[config.mk]
export PLATFORM = sky130hd
export DESIGN_NAME = reg_file16
export DESIGN_NICKNAME = d
export VERILOG_FILES = /design/src/rtl/cpu_pkg.sv /design/src/rtl/decoder4to16.sv /design/src/rtl/reg_file16.sv
export SDC_FILE = /design/constraint.sdc
export NUM_CORES = 1
export LEC_CHECK = 0
export CORE_AREA = 2 2 283 173
export DETAILED_ROUTE_END_ITERATION = 12
export DIE_AREA = 0 0 285 175
export SYNTH_ARGS = -nofsm -noshare
export SYNTH_HDL_FRONTEND = slang
export SYNTH_SLANG_ARGS = --single-unit
[constraint.sdc]
create_clock -name clk -period 2.2 [get_ports clk]
set_input_delay 0.22 -clock clk [delete_from_list [all_inputs] [get_ports clk]]
set_output_delay 0.22 -clock clk [all_outputs]
set_load 0.1 [all_outputs]
[src/rtl/cpu_pkg.sv]
// ---------------------------------------------------------------------------
// cpu_pkg
// Shared constants and types for the 16-bit processor datapath.
//   DATA_W   : architectural register width
//   NREG     : number of general-purpose registers
//   REG_AW   : register index width
//   regidx_t : register index type
//   word_t   : architectural data word type
// ---------------------------------------------------------------------------
package cpu_pkg;

  localparam int DATA_W = 16;
  localparam int NREG   = 16;
  localparam int REG_AW = 4;

  typedef logic [REG_AW-1:0] regidx_t;
  typedef logic [DATA_W-1:0] word_t;

endpackage : cpu_pkg

[src/rtl/decoder4to16.sv]
// ---------------------------------------------------------------------------
// decoder4to16
// 4-to-16 line decoder with enable. Exactly one output bit is high when
// en is high; all outputs are low when en is low.
// Ports:
//   A  : in  [3:0]  select
//   en : in         enable
//   D  : out [15:0] one-hot output, D[A] = en
// ---------------------------------------------------------------------------
module decoder4to16 (
  input  logic [3:0]  A,
  input  logic        en,
  output logic [15:0] D
);

  always_comb begin
    D = '0;
    if (en) begin
      D[A] = 1'b1;
    end
  end

endmodule : decoder4to16

[src/rtl/reg_file16.sv]
// ---------------------------------------------------------------------------
// reg_file16
// 16 x DATA_W register file: one write port, two combinational read ports,
// and a per-register pending-write scoreboard used by issue logic for RAW
// hazard detection.
//
// Parameters:
//   DATA_W  : register width
//   BYPASS  : 1 = same-cycle write data forwarded to matching read ports
//   ZERO_R0 : 1 = r0 hardwired to zero, never written, never pending
//
// Ports:
//   clk      : in          system clock, rising edge
//   rst_n    : in          asynchronous active-low reset
//   we       : in          write enable
//   waddr    : in  [3:0]   write register index
//   wdata    : in  [W-1:0] write data
//   raddr_a  : in  [3:0]   read port A index
//   rdata_a  : out [W-1:0] read port A data (combinational)
//   raddr_b  : in  [3:0]   read port B index
//   rdata_b  : out [W-1:0] read port B data (combinational)
//   rsv_en   : in          reserve strobe (mark destination pending)
//   rsv_addr : in  [3:0]   register index to reserve
//   pend_a   : out         registered pending bit of raddr_a
//   pend_b   : out         registered pending bit of raddr_b
//   pend_vec : out [15:0]  all pending bits, bit i = register i
// ---------------------------------------------------------------------------
module reg_file16 #(
  parameter int DATA_W  = cpu_pkg::DATA_W,
  parameter int BYPASS  = 1,
  parameter int ZERO_R0 = 1
) (
  input  logic              clk,
  input  logic              rst_n,
  input  logic              we,
  input  logic [3:0]        waddr,
  input  logic [DATA_W-1:0] wdata,
  input  logic [3:0]        raddr_a,
  output logic [DATA_W-1:0] rdata_a,
  input  logic [3:0]        raddr_b,
  output logic [DATA_W-1:0] rdata_b,
  input  logic              rsv_en,
  input  logic [3:0]        rsv_addr,
  output logic              pend_a,
  output logic              pend_b,
  output logic [15:0]       pend_vec
);

  import cpu_pkg::*;

  // r0 is masked out of both strobes when hardwired to zero, so its storage
  // and pending bit simply never leave their reset value.
  localparam logic [NREG-1:0] R0_MASK = (ZERO_R0 != 0) ? {{(NREG-1){1'b0}}, 1'b1}
                                                       : {NREG{1'b0}};

  logic [NREG-1:0]   wr_stb;
  logic [NREG-1:0]   rsv_stb;
  logic [NREG-1:0]   wr_en;
  logic [NREG-1:0]   rsv_set;

  logic [DATA_W-1:0] regs_q [NREG];
  logic [DATA_W-1:0] regs_d [NREG];
  logic [NREG-1:0]   pend_q;
  logic [NREG-1:0]   pend_d;

  decoder4to16 u_wr_dec (
    .A  (waddr),
    .en (we),
    .D  (wr_stb)
  );

  decoder4to16 u_rsv_dec (
    .A  (rsv_addr),
    .en (rsv_en),
    .D  (rsv_stb)
  );

  assign wr_en   = wr_stb  & ~R0_MASK;
  assign rsv_set = rsv_stb & ~R0_MASK;

  always_comb begin
    for (int i = 0; i < NREG; i++) begin
      regs_d[i] = wr_en[i] ? wdata : regs_q[i];
    end
  end

  // Reserve has priority over the clearing write so that a same-cycle
  // reserve + write leaves the register owned by the new producer.
  assign pend_d = rsv_set | (pend_q & ~wr_stb);

  always_ff @(posedge clk or negedge rst_n) begin
    if (!rst_n) begin
      for (int i = 0; i < NREG; i++) begin
        regs_q[i] <= '0;
      end
      pend_q <= '0;
    end else begin
      for (int i = 0; i < NREG; i++) begin
        regs_q[i] <= regs_d[i];
      end
      pend_q <= pend_d;
    end
  end

  // Read muxes. rst_n gates the bypass path so outputs read zero while reset
  // is held even if a write is being presented.
  always_comb begin
    rdata_a = regs_q[raddr_a];
    if ((BYPASS != 0) && we && (waddr == raddr_a)) begin
      rdata_a = wdata;
    end
    if (((ZERO_R0 != 0) && (raddr_a == 4'd0)) || !rst_n) begin
      rdata_a = '0;
    end
  end

  always_comb begin
    rdata_b = regs_q[raddr_b];
    if ((BYPASS != 0) && we && (waddr == raddr_b)) begin
      rdata_b = wdata;
    end
    if (((ZERO_R0 != 0) && (raddr_b == 4'd0)) || !rst_n) begin
      rdata_b = '0;
    end
  end

  // Pending outputs come from the registered bits only; a same-cycle
  // reserve is deliberately not forwarded.
  assign pend_a   = pend_q[raddr_a];
  assign pend_b   = pend_q[raddr_b];
  assign pend_vec = pend_q;

endmodule : reg_file16

==> impl_metrics.env <==
export IMPL_fmax_ghz=0.403
export IMPL_cts_reportedPaths_clkPinSlew_ns=0.07
export IMPL_violations="hold timing, setup timing"
export IMPL_yosysMostFrequentCell="mux2_2"
export IMPL_htreeDepth=1
export IMPL_yosysUniqueCellTypes=52
export IMPL_first_pass_iters=5
export IMPL_cts_tree="done"
export IMPL_synth_nets=1093
export IMPL_peakVddDrop_uv=574
export IMPL_drc=0
export IMPL_synth_area_leaders="dfrtp_1 (44%), mux2_2 (21%), mux4_2 (12%)"
export IMPL_final_hold_violation_count=65
export IMPL_final_setup_viol_count=34
export IMPL_layout_drive_gt1_share_pct=57.5
export IMPL_cp_arrival_ns=2.26
export IMPL_viasPerCell=5.46
export IMPL_hp_class="in -> async"
export IMPL_globalRouteOverflowTotal=0
export IMPL_end_kind="output pin"
export IMPL_hold_slack_ns=-0.0925
export IMPL_fin_setup_tns_ns=-6.82
export IMPL_crit_fanout=3
export IMPL_tightest_slew_ns=1.11
export IMPL_numPortBuffers=85
export IMPL_slew_headroom_pct=26.2
export IMPL_maxCapViolations=0
export IMPL_area_delta_synth_final_pct=30.0
export IMPL_final_antenna_net_count=0
export IMPL_synth_seq_cells=256
export IMPL_finClkSkew_ns=0
export IMPL_finalCritPeriodShare_pct=113
export IMPL_root_buffer="clkbuf_16"
export IMPL_grt_max_degree=187
export IMPL_crit_family="multiplexers"
export IMPL_rsz0062_at_grt="yes"
export IMPL_cp_slowest_cell="mux4_2"
export IMPL_grt_pass1_wl_mm=70.5
export IMPL_dp_hpwl_mm=31.8
export IMPL_crit_buf_inv=2
export IMPL_multi_input_area_sq_um=7920
export IMPL_start_kind="register"
export IMPL_io_pins=86
export IMPL_start_util_pct=30.7
export IMPL_synth_edf_count=0
export IMPL_wl_per_cell_um=24.9
export IMPL_netlist_area_sq_um=14500
export IMPL_drt_wl_total_mm=47.0
export IMPL_finalCriticalPeriod_ns=2.48
export IMPL_critical_path_required_ns=1.98
export IMPL_gp_congestion=0.907
export IMPL_core_sq_um=47300
export IMPL_die_y_um=175
export IMPL_ys_warn_count=0
export IMPL_synth_ff_type="dfrtp_1"
export IMPL_antenna_found_initial=0
export IMPL_cts_buffer_depth=3
export IMPL_max_stage_delay_ns=0.47
export IMPL_post_place_ws_ns=-0.0858
export IMPL_regArea_sq_um=6420
export IMPL_clk_latency_ns=0.54
export IMPL_power_density_nw_per_um2=915
export IMPL_maxSlewViolCount=0
export IMPL_status="finished with violations"
export IMPL_syn_area_per_cell_sq_um=13.7
export IMPL_nets=1262
export IMPL_crit_path_cell_trace="mux4_2, mux2i_1, buf_4, nand2_2, a32o_2, buf_12"
export IMPL_vias=10300
export IMPL_synth_seq_area_share_pct=44.1
export IMPL_cts_buffers=27
export IMPL_dieArea_sq_um=49900
export IMPL_cts_sinks=256
export IMPL_fill_cells=4364
export IMPL_synthArstFlopShare_pct=100
export IMPL_antenna_cells=0
export IMPL_chipWidth_um=285
export IMPL_synth_cells=1057
export IMPL_yosys_top_cells_count="mux2_2 (267), dfrtp_1 (256), mux4_2 (78)"
export IMPL_grt_use_total_pct=18.7
export IMPL_first_iter_violations=905
export IMPL_layout_setup_ws_ns=-0.282
export IMPL_setup_worst_path_class="reg -> out"
export IMPL_yosysTopAreaCell="dfrtp_1"
export IMPL_synth_top_cell_area_share_pct=44.1
export IMPL_rows=62
export IMPL_grt_pass1_vias=10500
export IMPL_leakage_nw=7.87
==> what timing repair did <==
action / 4_1_cts / 5_1_grt
gates resized for setup: 57 / 2
hold buffers: 1 / 0
endpoints found under the hold margin: 70 / 0
pin swaps: 32 / 3
setup endpoints to repair: 34 / 34
setup buffers: 11 / 3
==> state kept, by name (all words and copies together) (netlist names) <==
signal,cells
regs_q,240
pend_vec,16
==> logic make-up after synthesis <==
logic type	Yosys count	share of synthesized area, %
DFF	256	44.1
buffers and inverters	107	4.21
muxes	425	39.8
xor gates and xnor gates	8	0.483
and+or+nand+nor	120	4.35
AOI/OAI and AO/OA	141	7.04
==> routing by layer <==
metal  GRT usage, %  routed length (um)  up-vias
met3           4.54                3260       78
met2           26.8               19900      358
li1               -                   -     4401
met4           4.67                1200        0
met5              0                   0        -
met1           28.1               22600     5446
==> where the power goes <==
group | switching, W | internal (W) | total (W)
sequential | 0.000914 | 0.00582 | 0.00673
combinational | 0.00281 | 0.00284 | 0.00565
clock | 0.00195 | 0.00294 | 0.00489
==> area by class of cell <==
cell class | count | area share (%)
clock inverters | 11 | 0.842
flip-flops and latches | 256 | 34.0
inverters | 4 | 0.0796
well taps | 640 | 4.24
repair buffers | 243 | 14.7
clock buffers | 36 | 4.13
multi-input cells | 694 | 42.0
==> per-stage QoR <==
| stage | cells | util [%] | total power, W | instance area (sq um) |
|---|---|---|---|---|
| after global routing | 1884 | 39.9 | 0.0180 | 18900 |
| after global placement | 1824 | 37.3 | 0.0120 | 17700 |
| after CTS | 1882 | 39.8 | 0.0173 | 18800 |
| after floorplan | 1057 | - | 0.0102 | 14800 |
| final | 1884 | 39.9 | 0.0173 | 18900 |
| after detailed placement | 1824 | 37.3 | 0.0122 | 17700 |
==> final timing paths <==
path,startpoint,endpoint,slack (ns),cells past startpoint
worst max-delay path,regs_q[2],rdata_b[2],-0.28,6
worst min-delay path,rst_n,regs_q[192],-0.09,2
worst max register to register,regs_q[24],regs_q[24],1.19,3
worst min register to register,regs_q[205],regs_q[205],0.51,1
max in group asynchronous,rst_n,regs_q[76],0.98,3
min in group clk,rsv_addr[2],pend_vec[12],0.45,3
==> cell usage in the layout (no fill, tap or decap), types with 25 or more instances in the layout <==
master and instances:
buf_4 140, o21ai_0 31, mux4_2 87, nand2_1 25, dfrtp_1 244, mux2_2 256
clkbuf_16 27, buf_12 70, nor2_1 32, mux2i_1 45, clkdlybuf4s50_1 26
No activity file was read; power rests on OpenSTA's default activity.
